### config.mk
export PLATFORM = sky130hd
export DESIGN_NAME = memory_access_ext
export DESIGN_NICKNAME = d
export VERILOG_FILES = /design/src/rtl/memory_access_ext.sv
export SDC_FILE = /design/constraint.sdc
export NUM_CORES = 1
export LEC_CHECK = 0
export CORE_UTILIZATION = 40
export CTS_CLUSTER_DIAMETER = 100
export DETAILED_ROUTE_END_ITERATION = 10
export MAX_ROUTING_LAYER = met4
export PLACE_DENSITY = 0.71
export SLEW_MARGIN = 25
export SYNTH_ARGS = -nofsm -noshare
export SYNTH_HDL_FRONTEND = slang
export SYNTH_SLANG_ARGS = --single-unit
export TNS_END_PERCENT = 30
### constraint.sdc
create_clock -name CLK -period 1.59 [get_ports CLK]
set_input_delay 0.2385 -clock CLK [delete_from_list [all_inputs] [get_ports CLK]]
set_output_delay 0.2385 -clock CLK [all_outputs]
set_load 0.1 [all_outputs]
### src/rtl/memory_access_ext.sv
// MEM stage: byte/half/word loads and stores with extension, byte enables and
// misalignment detection, a req/ack data-memory handshake that stalls upstream
// while an access is outstanding, and a registered pipeline boundary.
module memory_access_ext #(
  parameter int INST_MEM_WIDTH = 2,
  parameter int DATA_MEM_WIDTH = 3
) (
  input  logic                      CLK,
  input  logic                      reset,
  input  logic                      in_valid,
  output logic                      in_ready,
  input  logic                      RegWrite,
  input  logic                      MemWrite,
  input  logic                      MemRead,
  input  logic                      UARTtoReg,
  input  logic [1:0]                MemtoReg,
  input  logic [1:0]                Branch,
  input  logic [1:0]                mem_size,
  input  logic                      mem_unsigned,
  input  logic [31:0]               register_data,
  input  logic [31:0]               alu_result,
  input  logic [4:0]                rdist,
  input  logic [25:0]               inst_index,
  input  logic [INST_MEM_WIDTH-1:0] pc,
  input  logic [INST_MEM_WIDTH-1:0] pc1,
  input  logic [INST_MEM_WIDTH-1:0] pc2,
  output logic                      dmem_req,
  output logic                      dmem_we,
  output logic [DATA_MEM_WIDTH-1:0] dmem_addr,
  output logic [31:0]               dmem_wdata,
  output logic [3:0]                dmem_be,
  input  logic                      dmem_ack,
  input  logic [31:0]               dmem_rdata,
  output logic                      out_valid,
  output logic                      RegWrite_next,
  output logic                      UARTtoReg_next,
  output logic [1:0]                MemtoReg_next,
  output logic [1:0]                Branch_next,
  output logic [31:0]               read_data,
  output logic [31:0]               register_data_next,
  output logic [31:0]               alu_result_next,
  output logic [4:0]                rdist_next,
  output logic [25:0]               inst_index_next,
  output logic [INST_MEM_WIDTH-1:0] pc_next,
  output logic [INST_MEM_WIDTH-1:0] pc1_next,
  output logic [INST_MEM_WIDTH-1:0] pc2_next,
  output logic                      misalign
);

  typedef enum logic {S_IDLE, S_WAIT} state_t;

  // Fields carried unchanged (apart from RegWrite squashing) to write-back.
  typedef struct packed {
    logic                      regwrite;
    logic                      uart;
    logic [1:0]                memtoreg;
    logic [1:0]                branch;
    logic [31:0]               register_data;
    logic [31:0]               alu_result;
    logic [4:0]                rdist;
    logic [25:0]               inst_index;
    logic [INST_MEM_WIDTH-1:0] pc;
    logic [INST_MEM_WIDTH-1:0] pc1;
    logic [INST_MEM_WIDTH-1:0] pc2;
  } fields_t;

  state_t      state;
  fields_t     in_f;
  fields_t     pend;
  fields_t     nxt;
  logic        p_load;
  logic [1:0]  p_size;
  logic        p_unsigned;
  logic [1:0]  p_lane;
  logic [1:0]  lane;
  logic        is_mem;
  logic        misaligned;
  logic [3:0]  be_c;
  logic [31:0] wdata_c;

  assign in_ready           = (state == S_IDLE) && reset;
  assign RegWrite_next      = nxt.regwrite;
  assign UARTtoReg_next     = nxt.uart;
  assign MemtoReg_next      = nxt.memtoreg;
  assign Branch_next        = nxt.branch;
  assign register_data_next = nxt.register_data;
  assign alu_result_next    = nxt.alu_result;
  assign rdist_next         = nxt.rdist;
  assign inst_index_next    = nxt.inst_index;
  assign pc_next            = nxt.pc;
  assign pc1_next           = nxt.pc1;
  assign pc2_next           = nxt.pc2;

  // Select and extend the addressed byte/half of the returned word.
  function automatic logic [31:0] load_extend(input logic [31:0] word,
                                              input logic [1:0]  size,
                                              input logic        uns,
                                              input logic [1:0]  ln);
    logic [7:0]  b;
    logic [15:0] h;
    b = word[8*ln +: 8];
    h = ln[1] ? word[31:16] : word[15:0];
    case (size)
      2'b00:   return uns ? {24'b0, b} : {{24{b[7]}}, b};
      2'b01:   return uns ? {16'b0, h} : {{16{h[15]}}, h};
      default: return word;
    endcase
  endfunction

  // Decode the incoming access: alignment, byte enables and replicated store data.
  always_comb begin
    lane       = alu_result[1:0];
    is_mem     = MemRead | MemWrite;
    misaligned = 1'b0;
    be_c       = 4'hF;
    wdata_c    = register_data;
    case (mem_size)
      2'b00: begin
        be_c    = 4'b0001 << lane;
        wdata_c = {4{register_data[7:0]}};
      end
      2'b01: begin
        misaligned = is_mem & lane[0];
        be_c       = 4'b0011 << {lane[1], 1'b0};
        wdata_c    = {2{register_data[15:0]}};
      end
      default: misaligned = is_mem & (lane != 2'b00);
    endcase
    in_f = {RegWrite, UARTtoReg, MemtoReg, Branch, register_data, alu_result,
            rdist, inst_index, pc, pc1, pc2};
    if (misaligned) in_f.regwrite = 1'b0;
  end

  // Stage FSM: accept in IDLE, hold a registered request in WAIT until ack.
  always_ff @(posedge CLK or negedge reset) begin
    if (!reset) begin
      state      <= S_IDLE;
      pend       <= '0;
      nxt        <= '0;
      p_load     <= 1'b0;
      p_size     <= 2'b00;
      p_unsigned <= 1'b0;
      p_lane     <= 2'b00;
      dmem_req   <= 1'b0;
      dmem_we    <= 1'b0;
      dmem_addr  <= '0;
      dmem_wdata <= '0;
      dmem_be    <= '0;
      out_valid  <= 1'b0;
      misalign   <= 1'b0;
      read_data  <= '0;
    end else begin
      out_valid <= 1'b0;
      misalign  <= 1'b0;
      case (state)
        S_IDLE: begin
          if (in_valid) begin
            if (!is_mem || misaligned) begin
              nxt       <= in_f;
              read_data <= '0;
              misalign  <= misaligned;
              out_valid <= 1'b1;
            end else begin
              pend       <= in_f;
              p_load     <= MemRead & ~MemWrite;
              p_size     <= mem_size;
              p_unsigned <= mem_unsigned;
              p_lane     <= lane;
              dmem_req   <= 1'b1;
              dmem_we    <= MemWrite;
              dmem_addr  <= alu_result[DATA_MEM_WIDTH+1:2];
              dmem_wdata <= wdata_c;
              dmem_be    <= be_c;
              state      <= S_WAIT;
            end
          end
        end
        S_WAIT: begin
          if (dmem_ack) begin
            dmem_req  <= 1'b0;
            dmem_we   <= 1'b0;
            nxt       <= pend;
            read_data <= p_load ? load_extend(dmem_rdata, p_size, p_unsigned, p_lane) : '0;
            out_valid <= 1'b1;
            state     <= S_IDLE;
          end
        end
        default: state <= S_IDLE;
      endcase
    end
  end

endmodule

# [Word level (Yosys, flattened, before mapping)]
# Cells that the tools add are included.
[word_totals] wordCells=95 out_inout_bits=183 reg_bits=296
[classes] shift=3 n_eq_ne=6 bitwise_logic=7 n_reduce_logical=9 n_mux=35
[ops] op="two-way mux 107 bit" n=3
[ops] op="case mux 107 bit (2 select lines)" n=1
[ops] op="two-way mux 32 bit" n=6
[ops] op="case mux 32 bit (2 select lines)" n=3
[ops] op="variable part select 32 x 6 -> 8 bit" n=1
[ops] op="two-way mux 16 bit" n=1
[ops] op="two-way mux 1 bit" n=15
[ops] op="case mux 1 bit (2 select lines)" n=5
[ops] op="AND reduction 3 bit" n=3
[ops] op="case mux 4 bit (2 select lines)" n=1
[ops] op="inequality test 2 bit, second input constant" n=3
[ops] op="== test 2 x 1 -> 1 bit, second input constant" n=2
[ops] op="zero test 2 bit" n=2
[ops] op="left shift 1 x 2 -> 4 bit, first input constant" n=1
[ops] op="left shift 2 x 2 -> 4 bit, first input constant" n=1
[ops] op="bitwise AND 1 bit" n=3
[ops] op="NOT 1 bit" n=3
[ops] op="inequality test 2 x 1 -> 1 bit, second input constant" n=1
[ops] op="nonzero test 2 bit" n=1
[ops] op="logical AND 1 bit" n=1
[ops] op="zero test 1 bit" n=1
[ops] op="logical OR 1 bit" n=1
[ops] op="OR 1 bit" n=1

# [Depth between registers and ports, before layout]
[depth] depth_word=7 ltp_mapped=9 depth_no_buf=5

# [Worst setup path before layout]
# OpenSTA, ideal clock, no wires.
[synth_timing] kind="reg2out" start="register state" end="output in_ready" slack_ns=-1.044 path_stages_with_launch=6 path_buffers=4 required_ns=1.351 t_arrival_ns=2.396 cell_sequence="dfrtp_1 -> buf_2 -> buf_2 -> buf_2 -> buf_2 -> nor2b_1"
[synth_between] elab_chain_cells=2
[synth_lines] element="start, declared" line="67" text="state_t state;"
[synth_lines] element="start signal, assigned" line="137" text="state <= S_IDLE;"
[synth_lines] element="start signal, assigned" line="174" text="state <= S_WAIT;"
[synth_lines] element="start signal, assigned" line="185" text="state <= S_IDLE;"
[synth_lines] element="NOT 1 bit (no source line)"
[synth_lines] element="logical AND 1 bit" line="81" text="assign in_ready = (state == S_IDLE) && reset;"
[synth_lines] element="end, declared" line="11" text="output logic in_ready,"
# Every way passes these cells.

# [Worst setup path after layout]
[layout_timing] start="register state" end="register pend[46] (netlist name)"
[layout_between] elab_chain_cells=2
[layout_lines] element="NOT 1 bit (no source line)"
[layout_lines] element="AND reduction 3 bit (no source line)"
[layout_lines] element="end signal, assigned" line="164" text="pend <= in_f;"
[layout_lines] element="end, declared" line="69" text="fields_t pend;"
# Every way passes these cells.
# A chain may end at the register's enable or synchronous reset.

==> results_dict.tcl <==
set metrics [dict create \
    cts_tree "built" \
    drt-initial-drc-count 561 \
    yosysUniqueCellTypes 42 \
    max_freq_ghz 0.561 \
    synth_area_leaders "dfrtp_1, nand2_1, mux2i_1" \
    synth-main-ff-cell "dfrtp_1" \
    final.fill_count 2231 \
    vias_per_cell 5.19 \
    synth_nets 1445 \
    portBuffers 330 \
    clkSlewWorstSetupHoldPaths_ns 0.06 \
    rsz0062_at_grt "true" \
    combinationalPowerShare_pct 53.4 \
    p_int_mw 20.5 \
    place.gp.congestion 0.845 \
    setup_slack_ns -0.194 \
    synth_area_per_cell_um2 9.65 \
    rows 64 \
    fin_nets 1835 \
    cts_inserted_buffers 30 \
    antenna_found_initial 3 \
    worst_clock_skew_ns 0.0151 \
    first_pass_iters 5 \
    end_kind "flop" \
    htreeDepth 1 \
    synth.top_cell.area_share_pct 56.6 \
    ys_seq_area_share_pct 56.6 \
    regArea_um2 7090 \
    p_clk_share_pct 17.6 \
    pre_cts_ws_ns -0.508 \
    dpl_cell_area_um2 18500 \
    switching_share_pct 46.5 \
    clockBufferDepth 3 \
    setup_violations 265 \
    grt_max_degree 103 \
    initial_core_util_pct 40.8 \
    async_reset_ff_share_pct 100 \
    power.total_mw 38.4 \
    area_delta_synth_final_pct 67.6 \
    p_sw_mw 17.9 \
    status "finished with violations" \
    grt.total_usage_pct 25.2 \
    hold_class "in2reg" \
    worstPathArrival_ns 2.23 \
    ys_seq_elements 283 \
    post-route-min-period_ns 1.78 \
    slew-limit-headroom_pct 62.9 \
    netlist_instances 1297 \
    crit_path_start_kind "flop" \
    pwr-share-seq_pct 29.0 \
    min_period_over_period_pct 112 \
    wl_um 41300 \
    ir_drop_mv 1.34 \
    die_h_um 179 \
    multiInputGateArea_um2 5300 \
    worst_pin_slew_ns 0.556 \
    tns_ns -29.05 \
    synth_edf_count 0 \
    worstSkewPairLatency_ns 0.56 \
    core_area_um2 30700 \
    finalMaxSlewViolations 0 \
    dieArea_um2 32000 \
    hold_violations 0 \
    violations "negative setup slack" \
    die_x_um 179 \
    ys_warn_count 0 \
    grt_first_pass_wirelength_um 60500 \
    pin_count 331 \
    postRouteAntennaNets 0 \
    clkSinkCount 283 \
    grt_pass1_vias 11086 \
    worst_ep_required_time_ns 2.04 \
    critPathKind "reg2reg" \
    hpwlAfterDp_um 25800 \
    design_area_um2 21000 \
    syn_area_um2 12500 \
    power.density_nw_per_um2 1830 \
    via_count 10948 \
    worstPathMaxFanout 7 \
    drive_above_1_share_pct 28.6 \
    wire_per_inst_um 19.6 \
    max-cap-violations 0 \
    overflow 0 \
    synth_top_area_cell "dfrtp_1" \
    clock-root-buffer "clkbuf_16" \
    p_leak_nw 9.79 \
    route.detailed.drc 0 \
]
[cells in the mapped netlist, drive strengths merged, types with 2 or more instances]
| cell | instances |
|---|---|
| nand2 | 482 |
| dfrtp | 283 |
| o21ai | 152 |
| mux2i | 144 |
| buf | 56 |
| clkbuf | 47 |
| nor2 | 21 |
| a21oi | 19 |
| a221o | 16 |
| inv | 11 |
| nor2b | 11 |
| a211oi | 9 |
| nand3 | 9 |
| nor3 | 9 |
| mux2 | 3 |
| or2 | 3 |
| a211o | 2 |
| a21o | 2 |
| a32o | 2 |
| a32oi | 2 |
[cells by family (layout without fill, tap and decap cells)]
family / after synthesis / in the layout / synth area share, %
muxes: 147 / 147 / 11.8
and+or+nand+nor: 540 / 540 / 16.9
other: 0 / 3 / 0
DFF: 283 / 283 / 56.6
AOI/OAI and AO/OA: 213 / 213 / 10.1
buffers and inverters: 114 / 526 / 4.68
[layout make-up]
cell class                      instances  area share (%)
Antenna cell                            3          0.0358
Clock buffer                           48            4.33
Clock inverter                          6           0.143
Inverter                               11           0.197
Multi-Input combinational cell        900            25.3
Sequential cell                       283            33.8
Tap cell                              396            2.36
Timing Repair Buffer                  461            33.9
[routing by layer]
metal	GRT usage, %	wire length [um]	part of all wire (%)	up-vias
li1	-	-	-	5094
met1	30.4	16800	41	5393
met2	41.1	20200	49	375
met3	5.73	2870	6.9	86
met4	9.36	1380	3.3	0
met5	-	0	0	-
[path summary, 6_finish.rpt]
kind	slack, ns	cells after the start	endpoint	from
setup / recovery	-0.19	7	pend[46]$_DFFE_PN0P_	state$_DFF_PN0_
hold / removal	0.13	4	p_size[1]$_DFFE_PN0P_	mem_size[1]
setup reg to reg	-0.19	7	pend[46]$_DFFE_PN0P_	state$_DFF_PN0_
hold reg to reg	0.48	2	pend[52]$_DFFE_PN0P_	pend[52]$_DFFE_PN0P_
max in group asynchronous	0.69	4	register_data_next[4]$_DFFE_PN0P_	reset
min in group asynchronous	0.32	3	inst_index_next[24]$_DFFE_PN0P_	reset
[worst max-delay path, cell delays in order (launching register included)]
cell	delay, ns
dfrtp_4	0.52
nand2b_4	0.18
buf_6	0.12
a211o_4	0.37
buf_12	0.18
clkbuf_16	0.17
nand2_2	0.08
nand2_2	0.06
[power groups by stage]
stage / combinational [mW] / sequential, mW / clock [mW]
final: 20.5 / 11.1 / 6.76
after global placement: 19.2 / 11.0 / 0
after global routing: 21.2 / 11.3 / 7.12
after floorplan: 3.47 / 18.9 / 0
after CTS: 20.1 / 11.0 / 6.83
after detailed placement: 19.4 / 11.1 / 0
[registers in the layout (all words and copies together), names as in the netlist, 2 cells and up]
signal	flops
Branch_next	2
inst_index_next	26
register_data_next	32
alu_result_next	32
pend	97
pc1_next	2
rdist_next	5
MemtoReg_next	2
dmem_wdata	32
pc_next	2
dmem_be	4
dmem_addr	2
read_data	32
pc2_next	2
p_size	2
[cells in the final DEF (no fill, tap or decap), types with 12 or more instances in the layout]
cell type,netlist,final
nand2_1,482,383
a21oi_1,19,19
buf_16,0,15
buf_6,7,18
nand2_2,0,78
buf_12,0,212
a221o_1,16,16
buf_4,18,51
clkdlybuf4s50_1,0,145
clkbuf_16,0,41
o21ai_1,1,79
mux2i_1,144,144
nand2_4,0,21
dfrtp_1,283,282
o21ai_0,151,61
nor2_1,21,21
o21ai_2,0,12
[stage by stage]
| step | utilization, % | instances | hold slack [ns] |
|---|---|---|---|
| after floorplan | - | 1297 | -0.0571 |
| after global placement | 60.4 | 1998 | 0.312 |
| after detailed placement | 60.4 | 1998 | 0.316 |
| after CTS | 66.5 | 2090 | 0.104 |
| after global routing | 68.4 | 2108 | 0.165 |
| final | 68.4 | 2108 | 0.132 |
[what timing repair did]
item,CTS,global route
resized for setup,147,135
hold buffers,1,0
setup endpoints to repair,204,282
endpoints found under the hold margin,196,0
buffers inserted,22,7
pin swaps,33,64
cloned,15,14
(Power assumes the default switching activity.)
==> patch: new RTL, config.mk and constraints unchanged <==
Reset style: synchronous (`reset`), changed in one clocked block.
--- a/src/rtl/memory_access_ext.sv
+++ b/src/rtl/memory_access_ext.sv
@@ -132,7 +132,7 @@
   end
 
   // Stage FSM: accept in IDLE, hold a registered request in WAIT until ack.
-  always_ff @(posedge CLK or negedge reset) begin
+  always_ff @(posedge CLK) begin
     if (!reset) begin
       state      <= S_IDLE;
       pend       <= '0;
Function: not settled (the Yosys comparison gave no result); the edit may change what the design does.
==> patch against the unedited design <==
- the run still ends with setup timing left
- synthesized area down 6.6%
- sequential share of layout area down 6.2 points
- sequential cell count unchanged
- routed wire length up 11%
- setup slack better by 0.092 ns
- design area down 1.9%
- critical path depth down 3
- non-clock buffer count up 5
- critical path type unchanged
Power is not compared: it rests on default switching activity, and its combinational part moved more than twofold at a synthesized area within 25%.
==> patch: results (changes against the unedited design) <==
| Metric | Value |
|---|---|
| Status | complete, but fails checks |
| Failing checks | setup timing |
| Fillers | 1889 (-15%) |
| Placer's final routability congestion estimate | 0.844 (-0.12%) |
| Dpl hpwl | 26700 microns (+3.2%) |
| Worst Setup Slack, final | -0.102 ns (+0.0915 ns) |
| Synth unique cells | 44 (+4.8%) |
| Placed cells | 1958 (-2.0%) |
| Worst Path Max Fanout | 8 (+1) |
| Worst path slowest cell | dfxtp_4 |
| Initial antenna violation count | 1 (-2) |
| Hold Crit Start | reset |
| Vias in the first global route | 11200 (+0.92%) |
| WL final | 45800 microns (+11%) |
| Mapped Nets | 1434 (-0.76%) |
| Wire length per cell | 22.2 microns (+13%) |
| Clk_skew | 0.0144 ns (-0.000677 ns) |
| FF-to-FF Start | pend[38]$_SDFFE_PN0P_ |
| Slowest cell delay on critical path | 0.36 ns (-0.16 ns) |
| Via density | 5.70 (+9.7%) |
| Worst Max-Slew Pin Slew | 0.500 ns (-0.0559 ns) |
| Nets | 1802 (-1.8%) |
| Met1 GRT Util | 0.328 (+0.0238) |
| Met2 Wirelength | 21900 microns (+8.5%) |
| Syn avg cell area | 9.10 sq um (-5.8%) |
| Grt met2 use | 0.436 (+0.0248) |
| Hold path cells | 2 (-2) |
| Critical path's top delay family | compound AO/OA/AOI/OAI gates |
| Gr usage total | 0.271 (+0.0186) |
| Final setup fails | 113 (-57%) |
| WP data arrival | 2.14 ns (-0.09 ns) |
| Wl on met1 | 18400 microns (+9.4%) |
| Largest net degree at the start of global routing | 66 (-36%) |
| Setup TNS | -3.76 ns (+25.29 ns) |
| R2r endpoint | read_data[16]$_SDFFE_PN0P_ |
| Post-synth ARST share | 0 (-1.00) |
| Met3 WL | 3570 microns (+25%) |
-- patch: changes by cell type in the layout (fill, tap and decap cells not counted), sizes merged, moves of 22 or more --
cell / delta
a21oi: +105
dfxtp: +283
o21ai: -132
nor3: +102
a211oi: +108
mux2i: -22
nand2: -233
dfrtp: -283
-- patch: kinds of logic after synthesis --
kind of cell | after synthesis | synth area share
AO/OA/AOI/OAI | 330 | 0.200
AND/OR/NAND/NOR | 404 | 0.147
buffers and inverters | 138 | 0.0552
flip-flops | 283 | 0.484
multiplexers | 131 | 0.113
-- patch: cell type report --
| type | count | share of cell area |
|---|---|---|
| repair buffers | 466 | 0.346 |
| well taps | 384 | 0.0233 |
| diodes | 1 | 0.000122 |
| clock buffers | 40 | 0.0408 |
| multi-input cells | 868 | 0.303 |
| inverters | 5 | 0.00128 |
| clock inverters | 15 | 0.0101 |
| flip-flops and latches | 283 | 0.276 |
-- patch: timing repair --
item                       in CTS  in global routing
pin swaps                      16                 44
setup endpoints to repair     219                264
hold buffers                    0                  0
resized for setup              51                172
cloned                          9                 24
setup buffers                  11                  6
-- patch: stage by stage --
| stage | cell area, sq um | power [mW] | setup WS (ns) |
|---|---|---|---|
| global route | 20600 | 23.6 | -0.138 |
| CTS | 19300 | 22.4 | -0.109 |
| detailed placement | 17700 | 14.7 | -0.580 |
| finish | 20600 | 23.0 | -0.102 |
| global placement | 17700 | 14.6 | -0.489 |
| floorplan | 11700 | 11.9 | -0.181 |
-- patch: report_power, final --
part           internal [mW]  leakage, nW  switching, mW
clock network           4.51        0.521           2.98
registers               7.57         2.32          0.492
logic                   2.96         4.63           4.47
-- patch: worst register-to-register path: cells and delay by family (launching register included) --
family	cells	cell delay (ns)
compound gates	3	0.91
flops	1	0.36
mux	1	0.32
